### src/rtl/regfile_wb_arbiter.sv
// regfile_wb_arbiter
//   Shares the register file's single write port between the in-order
//   writeback stage (WB) and the multi-cycle mul/div unit (MDU). MDU results
//   wait in a small FIFO until the port is free. A WB hold is forced when the
//   queue head has been denied STARVE_LIMIT times. A per-register pending
//   scoreboard lets decode see RAW hazards on outstanding MDU destinations.
// Ports
//   CLK, RESET                    clock, synchronous active-low reset
//   WB_EN/WB_RD/WB_DATA, WB_HOLD  writeback request, combinational hold back
//   MD_VALID/MD_RD/MD_DATA        MDU result, accepted when MD_READY
//   ISSUE_EN/ISSUE_RD             MDU issue, sets the pending bit
//   RS1/RS2 -> RS1_BUSY/RS2_BUSY  decode hazard lookup (combinational)
//   RF_WE/RF_WADDR/RF_WDATA       registered register-file write port
module regfile_wb_arbiter #(
  parameter int DEPTH        = 2,
  parameter int STARVE_LIMIT = 4
) (
  input  logic        CLK,
  input  logic        RESET,
  input  logic        WB_EN,
  input  logic [4:0]  WB_RD,
  input  logic [31:0] WB_DATA,
  output logic        WB_HOLD,
  input  logic        MD_VALID,
  output logic        MD_READY,
  input  logic [4:0]  MD_RD,
  input  logic [31:0] MD_DATA,
  input  logic        ISSUE_EN,
  input  logic [4:0]  ISSUE_RD,
  input  logic [4:0]  RS1,
  input  logic [4:0]  RS2,
  output logic        RS1_BUSY,
  output logic        RS2_BUSY,
  output logic        RF_WE,
  output logic [4:0]  RF_WADDR,
  output logic [31:0] RF_WDATA
);
  localparam int AW = $clog2(DEPTH);
  localparam int CW = AW + 1;
  localparam logic [3:0]    STARVE_MAX = 4'(STARVE_LIMIT);
  localparam logic [CW-1:0] DEPTH_C    = CW'(DEPTH);

  logic [4:0]    rd_q   [DEPTH];
  logic [4:0]    rd_d   [DEPTH];
  logic [31:0]   data_q [DEPTH];
  logic [31:0]   data_d [DEPTH];
  logic [AW-1:0] wptr_q, wptr_d, rptr_q, rptr_d;
  logic [CW-1:0] cnt_q, cnt_d;
  logic [3:0]    starve_q, starve_d;
  logic [31:0]   pend_q, pend_d;
  logic          rf_we_q, rf_we_d;
  logic [4:0]    rf_waddr_q, rf_waddr_d;
  logic [31:0]   rf_wdata_q, rf_wdata_d;

  logic wb_req, q_req, q_gnt, wb_gnt, push;

  always_comb begin
    wb_req   = WB_EN && (WB_RD != 5'd0);
    q_req    = (cnt_q != '0);
    // Queue head wins on an idle slot or once it has starved long enough.
    q_gnt    = RESET && q_req && (!wb_req || (starve_q >= STARVE_MAX));
    wb_gnt   = RESET && wb_req && !q_gnt;
    WB_HOLD  = wb_req && q_gnt;
    // Registered count only: a same-cycle pop does not open a slot.
    MD_READY = RESET && (cnt_q < DEPTH_C);
    // Results to x0 complete the handshake but are never queued.
    push     = MD_VALID && MD_READY && (MD_RD != 5'd0);
    RS1_BUSY = RESET && (RS1 != 5'd0) && pend_q[RS1];
    RS2_BUSY = RESET && (RS2 != 5'd0) && pend_q[RS2];

    rd_d   = rd_q;
    data_d = data_q;
    wptr_d = wptr_q;
    rptr_d = rptr_q;
    if (push) begin
      rd_d[wptr_q]   = MD_RD;
      data_d[wptr_q] = MD_DATA;
      wptr_d         = wptr_q + AW'(1);
    end
    if (q_gnt) rptr_d = rptr_q + AW'(1);
    cnt_d = cnt_q + CW'(push) - CW'(q_gnt);

    if (!q_req || q_gnt)          starve_d = 4'd0;
    else if (starve_q < STARVE_MAX) starve_d = starve_q + 4'd1;
    else                          starve_d = starve_q;

    // Clear before set so an issue to the register being popped wins.
    pend_d = pend_q;
    if (q_gnt) pend_d[rd_q[rptr_q]] = 1'b0;
    if (ISSUE_EN && (ISSUE_RD != 5'd0)) pend_d[ISSUE_RD] = 1'b1;

    rf_we_d    = q_gnt || wb_gnt;
    rf_waddr_d = rf_waddr_q;
    rf_wdata_d = rf_wdata_q;
    if (q_gnt) begin
      rf_waddr_d = rd_q[rptr_q];
      rf_wdata_d = data_q[rptr_q];
    end else if (wb_gnt) begin
      rf_waddr_d = WB_RD;
      rf_wdata_d = WB_DATA;
    end
  end

  always_ff @(posedge CLK) begin
    if (!RESET) begin
      for (int i = 0; i < DEPTH; i++) begin
        rd_q[i]   <= '0;
        data_q[i] <= '0;
      end
      wptr_q     <= '0;
      rptr_q     <= '0;
      cnt_q      <= '0;
      starve_q   <= '0;
      pend_q     <= '0;
      rf_we_q    <= 1'b0;
      rf_waddr_q <= '0;
      rf_wdata_q <= '0;
    end else begin
      rd_q       <= rd_d;
      data_q     <= data_d;
      wptr_q     <= wptr_d;
      rptr_q     <= rptr_d;
      cnt_q      <= cnt_d;
      starve_q   <= starve_d;
      pend_q     <= pend_d;
      rf_we_q    <= rf_we_d;
      rf_waddr_q <= rf_waddr_d;
      rf_wdata_q <= rf_wdata_d;
    end
  end

  assign RF_WE    = rf_we_q;
  assign RF_WADDR = rf_waddr_q;
  assign RF_WDATA = rf_wdata_q;
endmodule
### config.mk
export PLATFORM = sky130hd
export DESIGN_NAME = regfile_wb_arbiter
export DESIGN_NICKNAME = d
export VERILOG_FILES = /design/src/rtl/regfile_wb_arbiter.sv
export SDC_FILE = /design/constraint.sdc
export NUM_CORES = 1
export LEC_CHECK = 0
export ABC_AREA = 0
export ABC_CLOCK_PERIOD_IN_PS = 2510
export CORE_ASPECT_RATIO = 2
export CORE_MARGIN = 5
export CORE_UTILIZATION = 41
export CTS_BUF_LIST = sky130_fd_sc_hd__clkbuf_4
export DETAILED_ROUTE_END_ITERATION = 8
export GPL_TIMING_DRIVEN = 0
export PLACE_DENSITY = 0.77
export SETUP_SLACK_MARGIN = 0.15
export SYNTH_ARGS = -nofsm -noshare
export SYNTH_HDL_FRONTEND = slang
export SYNTH_SLANG_ARGS = --single-unit
### constraint.sdc
create_clock -name CLK -period 2.51 [get_ports CLK]
set_clock_uncertainty 0.2 [all_clocks]
set_input_delay 0.251 -clock CLK [delete_from_list [all_inputs] [get_ports CLK]]
set_output_delay 0.251 -clock CLK [all_outputs]
set_load 0.01 [all_outputs]
# Yosys cells after proc, flatten, opt, wreduce, memory -nomap -nowiden

Index checks and enable logic that the tools add are counted.

Add/subtract/negate cells: 5
Multiply operators: 0
Div/mod/pow operators: 0
$lt $le $gt $ge: 12
Equal/unequal tests: 0
Shift operators: 0
Mux-type cells: 26
Bitwise operators: 6
Reduce and logical (&&, ||, !) cells: 31

Operators with widths:

| operator                                                          | count |
|---|---|
| 2-to-1 mux 32 bit                                                 | 8 |
| bitwise mux 64 bit                                                | 1 |
| AND 32 bit                                                        | 1 |
| demux 32 bit (select 1 bit)                                       | 1 |
| inverter 32 bit                                                   | 1 |
| bitwise OR 32 bit                                                 | 1 |
| 2-to-1 mux 5 bit                                                  | 6 |
| nonzero test 5 bit                                                | 5 |
| less-than comparator 5 x 6 -> 1 bit, second input constant        | 4 |
| logical AND 1 bit                                                 | 17 |
| binary-select mux 1 bit (select 5 bit)                            | 2 |
| bitwise mux 10 bit                                                | 1 |
| demux 1 bit (select 5 bit)                                        | 2 |
| greater-or-equal comparator 5 x 1 -> 1 bit, second input constant | 2 |
| demux 5 bit (select 1 bit)                                        | 1 |
| adder 4 x 1 -> 4 bit, second input constant                       | 1 |
| greater-or-equal comparator 2 bit, second input constant          | 2 |
| greater-or-equal comparator 4 x 3 -> 1 bit, second input constant | 1 |
| less-than comparator 4 x 3 -> 1 bit, second input constant        | 1 |
| 2-to-1 mux 1 bit                                                  | 4 |
| inverter 1 -> 2 bit                                               | 2 |
| nonzero test 2 bit                                                | 2 |
| logical NOT 1 bit                                                 | 3 |
| logical OR 1 bit                                                  | 3 |
| other kinds (7)                                                   | 8 |

Bits in registers: 152
Bits in latches: 0
RAM bits: 0
ROM bits: 0
Input bits: 94
Output and inout bits: 42
Word-level logic and storage cells: 92
Memories kept: 0

# Depth between registers and ports, before layout

Word-level depth: 13
Mapped depth: 12
Depth with buffers taken out: 10

# Worst setup path after synthesis

No wires, ideal clock.

Path type: in2reg
Start: input port WB_RD[2]
End: register cnt_q[1]
Library setup time: 128 ps
Arrival time: 2259 ps
Data required time: 2182 ps
Slack: -76 ps
Stages on the path: 12
Buffers on the path: 2
Cell sequence: or4_1 > o211a_1 > buf_6 > nand2b_4 > clkbuf_1 > inv_1 > ha_1 > inv_1 > ha_1 > xor2_1 > xnor2_1 > nor2_1

Longest elaborated chain between the ends: 6

RTL lines:

| what                      | line | RTL |
|---|---|---|
| start: declaration        | 21   | `input logic [4:0] WB_RD,` |
| nonzero test 5 bit        | 58   | `wb_req = WB_EN && (WB_RD != 5'd0);` |
| logical AND 1 bit         | 58   |  |
| logical NOT 1 bit         | 61   | `q_gnt = RESET && q_req && (!wb_req \|\| (starve_q >= STARVE_MAX));` |
| logical OR 1 bit          | 61   |  |
| logical AND 1 bit         | 61   |  |
| subtractor 2 x 1 -> 2 bit | 81   | `cnt_d = cnt_q + CW'(push) - CW'(q_gnt);` |
| end signal: assignment    | 123  | `cnt_q <= cnt_d;` |
| end: declaration          | 48   | `logic [CW-1:0] cnt_q, cnt_d;` |

No other way between the ends.
A chain may end at the register's enable or synchronous reset.

# Final worst setup path

Start: register pend_q[13]
End: output port RS1_BUSY

Longest elaborated chain between the ends: 3

RTL lines:

| what                                   | line | RTL |
|---|---|---|
| start: declaration                     | 50   | `logic [31:0] pend_q, pend_d;` |
| start signal: assignment               | 125  | `pend_q <= pend_d;` |
| binary-select mux 1 bit (select 5 bit) | 68   | `RS1_BUSY = RESET && (RS1 != 5'd0) && pend_q[RS1];` |
| 2-to-1 mux 1 bit (not written as such) | 68   |  |
| logical AND 1 bit                      | 68   |  |
| end: declaration                       | 32   | `output logic RS1_BUSY,` |

No other way between the ends. The select of a mux whose other input is x is not followed.

==> metrics.log <==
[metrics] delay of the slowest cell on the worst path: approximately 0.46 ns
[metrics] Clock transition at path regs: 0.15 ns
[metrics] overall global routing resource usage: 0.207
[metrics] Final Cell Area: 9300 um^2
[metrics] power share of the combinational group: 0.357
[metrics] average vias per placed instance: 5.70
[metrics] post-route clock period utilization: 0.995
[metrics] Routed Antenna Nets: 0
[metrics] setup total negative slack: 0 ns
[metrics] Yosys reg bits: 152
[metrics] number of cells on the worst hold path: 2
[metrics] total congestion overflow after global routing: 0
[metrics] number of global-route vias before repair: 6529
[metrics] Die ar.: 20500 um^2
[metrics] Hold Worst Slack: 0.0704 ns
[metrics] initial antenna violation count: 1
[metrics] portion of total power attributed to sequential cells: 0.406
[metrics] Horiz. Die Dim: a little over 100 um
[metrics] fraction of power consumed by the clock network: 0.237
[metrics] number of vias after detailed routing: 6340
[metrics] top flip-flop cell by instance count after synthesis: sky130_fd_sc_hd__dfxtp_1
[metrics] largest net degree at the start of global routing: 17
[metrics] Final Max Slew Viols: 0
[metrics] count of endpoints failing hold in the final timing report: 0
[metrics] multi-input combinational cell area: 3910 um^2
[metrics] FP Rows: 68
[metrics] maximum count of clock buffers along a single path: 2
[metrics] share of the yosys chip area belonging to registers: 0.423
[metrics] number of warning messages in the yosys log: 0
[metrics] worst hold path endpoint: cnt_q[0]
[metrics] Synth cell types: 42
[metrics] Setup crit end kind: primary output
[metrics] Setup Slack @ Placement: -0.571 ns
[metrics] number of max-capacitance violations reported: 0
[metrics] switching power as a share of total power: 0.341
[metrics] static leakage: about 3.6 nW
[metrics] required time of the critical path: 2.06 ns
[metrics] Starting DRT DRC Count: 296
[metrics] length of the first detailed-routing pass in iterations: 5
[metrics] Fillers: approximately 1500
[metrics] final WL: between 20000 and 25000 um
[metrics] Worst R2R Setup Slack: between 0.2 and 0.25 ns
[metrics] final critical-path required period: 2.50 ns
[metrics] net switching power: 2.49 mW
[metrics] critical path buffer and inverter count: 2
[metrics] HP Class: input port to flop
[metrics] total number of H-tree levels: 4
[metrics] fraction of layout cells with a size suffix above 1: 0.124
[metrics] Arr. time, crit path: 2.05 ns
[metrics] number of enable flip-flop cells after synthesis: 0
[metrics] Reg-to-Reg End: pend_q[23]
[metrics] RSZ-0062 raised after global routing: yes
[metrics] worst slew margin relative to its limit: 0.340
[metrics] IO buf count: 129
[metrics] master cell of the clock root buffer: sky130_fd_sc_hd__clkbuf_4
[metrics] TritonCTS buffer count: 17
[metrics] cell count after synthesis: roughly 730
[metrics] result of the run: complete, no violations
[metrics] Max Clk Rate: 401 MHz
[metrics] CP Max Fanout: 2
[metrics] sequence of cells on the critical path: buf_6 > mux4_2 > mux2i_1 > a22oi_1 > and3_1 > buf_2
[metrics] TritonCTS clock tree: done
[metrics] placed wire-length estimate: 16400 um
[metrics] latest clock arrival within the worst-skew pair: 0.58 ns
[metrics] Final Setup Violations: 0
[metrics] TritonCTS Sinks: 152
[metrics] transition time at the pin with the least slew margin: slightly below 1 ns
[metrics] final critical-path setup slack: 0.0138 ns
[metrics] total cell area at the placement stage: around 9000 um^2
[metrics] Overall Power: roughly 7.3 mW
[metrics] mean post-synth cell area: 9.90 um^2
[metrics] height of the die: 197 um
[metrics] final net count: 985
[metrics] standard cell core area: around 17000 um^2
[metrics] initial core utilization: 0.417
[metrics] Internal: 4.81 mW
[metrics] total nets after synthesis: 824
[metrics] worst flop-to-flop path startpoint: rptr_q
[metrics] startpoint of the lowest-slack hold path: RESET
[metrics] critical-path cell with the highest stage delay: sky130_fd_sc_hd__mux4_2
[metrics] Top-Level Pins: 136
[metrics] global placement routability congestion: 0.881
[metrics] gate family responsible for the most delay along the worst path: multiplexers
[metrics] first-pass GRT wire length: 33900 um
[metrics] DRC violation count after routing: 0
[metrics] fraction of registers with async set or reset after synthesis: 0
[metrics] non-filler cells, final: 1112
[metrics] IR drop worst, VDD: approximately 0.00053 V
[metrics] class of the most critical setup path: flop to primary output
[metrics] total area of sequential cells: between 3000 and 4000 um^2
[metrics] startpoint type of the worst setup path: flop
[metrics] power density normalized to cell area: 785 nW/um^2
[metrics] Area growth, synth to finish: 29.1%
[metrics] Worst R2R Path Depth: 5
[metrics] mean routed wirelength per cell: slightly below 20 um
[metrics] # placed instances: 1066
[metrics] final core utilization: 0.538
[metrics] Post-Synthesis Cell Area: roughly 7200 um^2
==> state kept, by name, indices dropped and copies added, names as in the netlist <==
name / flops
cnt_q: 2
data_q: 64
RF_WADDR: 5
rd_q: 10
RF_WE: 1
rptr_q: 1
pend_q: 32
wptr_q: 1
RF_WDATA: 32
starve_q: 4
==> what timing repair did <==
item	4_1_cts	5_1_grt
endpoints found under the hold margin	5	0
pin swaps	1	5
setup buffers	1	7
resized for setup	30	17
hold buffers	5	0
setup endpoints to repair	59	34
==> final cells by class <==
class                   instances  area share
flip-flops and latches        152       0.328
clock buffers                  18      0.0145
multi-input cells             505       0.420
well taps                     210      0.0283
inverters                       7     0.00309
diodes                          1    0.000269
repair buffers                142       0.150
plain buffers                  63      0.0347
clock inverters                14      0.0211
==> logic make-up (layout without fill, tap and decap cells) <==
kind of cell             after synthesis  in the layout  share of synthesized area
flip-flops                           152            152                      0.423
other                                  1              2                   0.000521
XOR/XNOR                               3              3                    0.00365
AND/OR/NAND/NOR                      241            241                      0.174
multiplexers                         137            137                      0.219
AO/OA/AOI/OAI                        120            120                      0.131
buffers and inverters                 70            244                     0.0441
adder cells (fa/ha/maj)                3              3                    0.00521
==> worst max path at each step <==
stage / start / to / slack (ns) / depth (start not counted)
finish: pend_q[13] / RS1_BUSY / 0.01 / 6
global placement: WB_RD[4] / WB_HOLD / -0.56 / 8
global route: pend_q[13] / RS1_BUSY / -0.05 / 6
floorplan: WB_RD[4] / cnt_q[1] / 0.04 / 12
detailed placement: WB_RD[4] / WB_HOLD / -0.57 / 8
CTS: pend_q[13] / RS1_BUSY / 0.009 / 6
==> cells in the mapped netlist, types with 3 or more instances <==
cell	number	share of area
sky130_fd_sc_hd__nor4_4	8	0.024
sky130_fd_sc_hd__nor3_1	40	0.028
sky130_fd_sc_hd__buf_4	3	0.0031
sky130_fd_sc_hd__or4_1	4	0.0042
sky130_fd_sc_hd__inv_1	7	0.0036
sky130_fd_sc_hd__nor2b_1	3	0.0026
sky130_fd_sc_hd__mux4_2	16	0.050
sky130_fd_sc_hd__ha_1	3	0.0052
sky130_fd_sc_hd__nor2_1	98	0.051
sky130_fd_sc_hd__mux2i_1	118	0.16
sky130_fd_sc_hd__a31oi_1	3	0.0026
sky130_fd_sc_hd__a21oi_1	34	0.024
sky130_fd_sc_hd__and3_1	41	0.036
sky130_fd_sc_hd__buf_2	11	0.0076
sky130_fd_sc_hd__a311oi_1	31	0.038
sky130_fd_sc_hd__o21ai_0	3	0.0021
sky130_fd_sc_hd__dfxtp_1	152	0.42
sky130_fd_sc_hd__buf_6	4	0.0063
sky130_fd_sc_hd__nand2_1	36	0.019
sky130_fd_sc_hd__a311o_1	37	0.051
sky130_fd_sc_hd__clkbuf_1	44	0.023
sky130_fd_sc_hd__mux2_2	3	0.0047
sky130_fd_sc_hd__nand2b_1	4	0.0035
==> routing by layer <==
| layer | track usage | wire length (um) | up-vias |
|---|---|---|---|
| met4 | 0.109 | 918 | 0 |
| met3 | 0.0429 | 1010 | 62 |
| met2 | 0.405 | 12200 | 202 |
| met5 | 0 | 0 | - |
| met1 | 0.198 | 7530 | 3050 |
| li1 | - | - | 3026 |
==> worst reg2reg max path: cells and delay by family, from the launching register on <==
kind | cells | cell delay [ns]
AOI/OAI and AO/OA | 1 | 0.18
buffers and inverters | 2 | 0.57
DFF | 1 | 0.39
muxes | 1 | 0.16
and+or+nand+nor | 1 | 0.61
==> placed cells by master, fill, tap and decap left out, types with 4 or more instances in the layout <==
| cell | netlist | routed |
|---|---|---|
| sky130_fd_sc_hd__mux2i_1 | 118 | 116 |
| sky130_fd_sc_hd__nand2_1 | 36 | 36 |
| sky130_fd_sc_hd__clkbuf_1 | 44 | 40 |
| sky130_fd_sc_hd__and3_1 | 41 | 41 |
| sky130_fd_sc_hd__nor2_1 | 98 | 96 |
| sky130_fd_sc_hd__a311oi_1 | 31 | 31 |
| sky130_fd_sc_hd__nor3_1 | 40 | 39 |
| sky130_fd_sc_hd__inv_1 | 7 | 5 |
| sky130_fd_sc_hd__mux4_2 | 16 | 16 |
| sky130_fd_sc_hd__nand2b_1 | 4 | 4 |
| sky130_fd_sc_hd__dlygate4sd3_1 | 0 | 5 |
| sky130_fd_sc_hd__dfxtp_2 | 0 | 7 |
| sky130_fd_sc_hd__dlygate4sd2_1 | 0 | 4 |
| sky130_fd_sc_hd__buf_2 | 11 | 12 |
| sky130_fd_sc_hd__a311o_1 | 37 | 37 |
| sky130_fd_sc_hd__bufinv_16 | 0 | 4 |
| sky130_fd_sc_hd__dfxtp_1 | 152 | 145 |
| sky130_fd_sc_hd__clkbuf_4 | 0 | 20 |
| sky130_fd_sc_hd__nor4_4 | 8 | 8 |
| sky130_fd_sc_hd__buf_4 | 3 | 10 |
| sky130_fd_sc_hd__clkdlybuf4s50_1 | 0 | 120 |
| sky130_fd_sc_hd__buf_6 | 4 | 6 |
| sky130_fd_sc_hd__a21oi_1 | 34 | 34 |
==> power groups by stage <==
stage / Combinational (mW) / Sequential [mW] / Clock [mW]
after floorplan: 1.41 / 3.06 / 0
after global placement: 2.51 / 2.99 / 0
after detailed placement: 2.55 / 3.00 / 0
after CTS: 2.58 / 2.95 / 1.75
after global routing: 2.80 / 3.00 / 1.85
final: 2.60 / 2.96 / 1.73
Power figures use the tool's default switching activity.
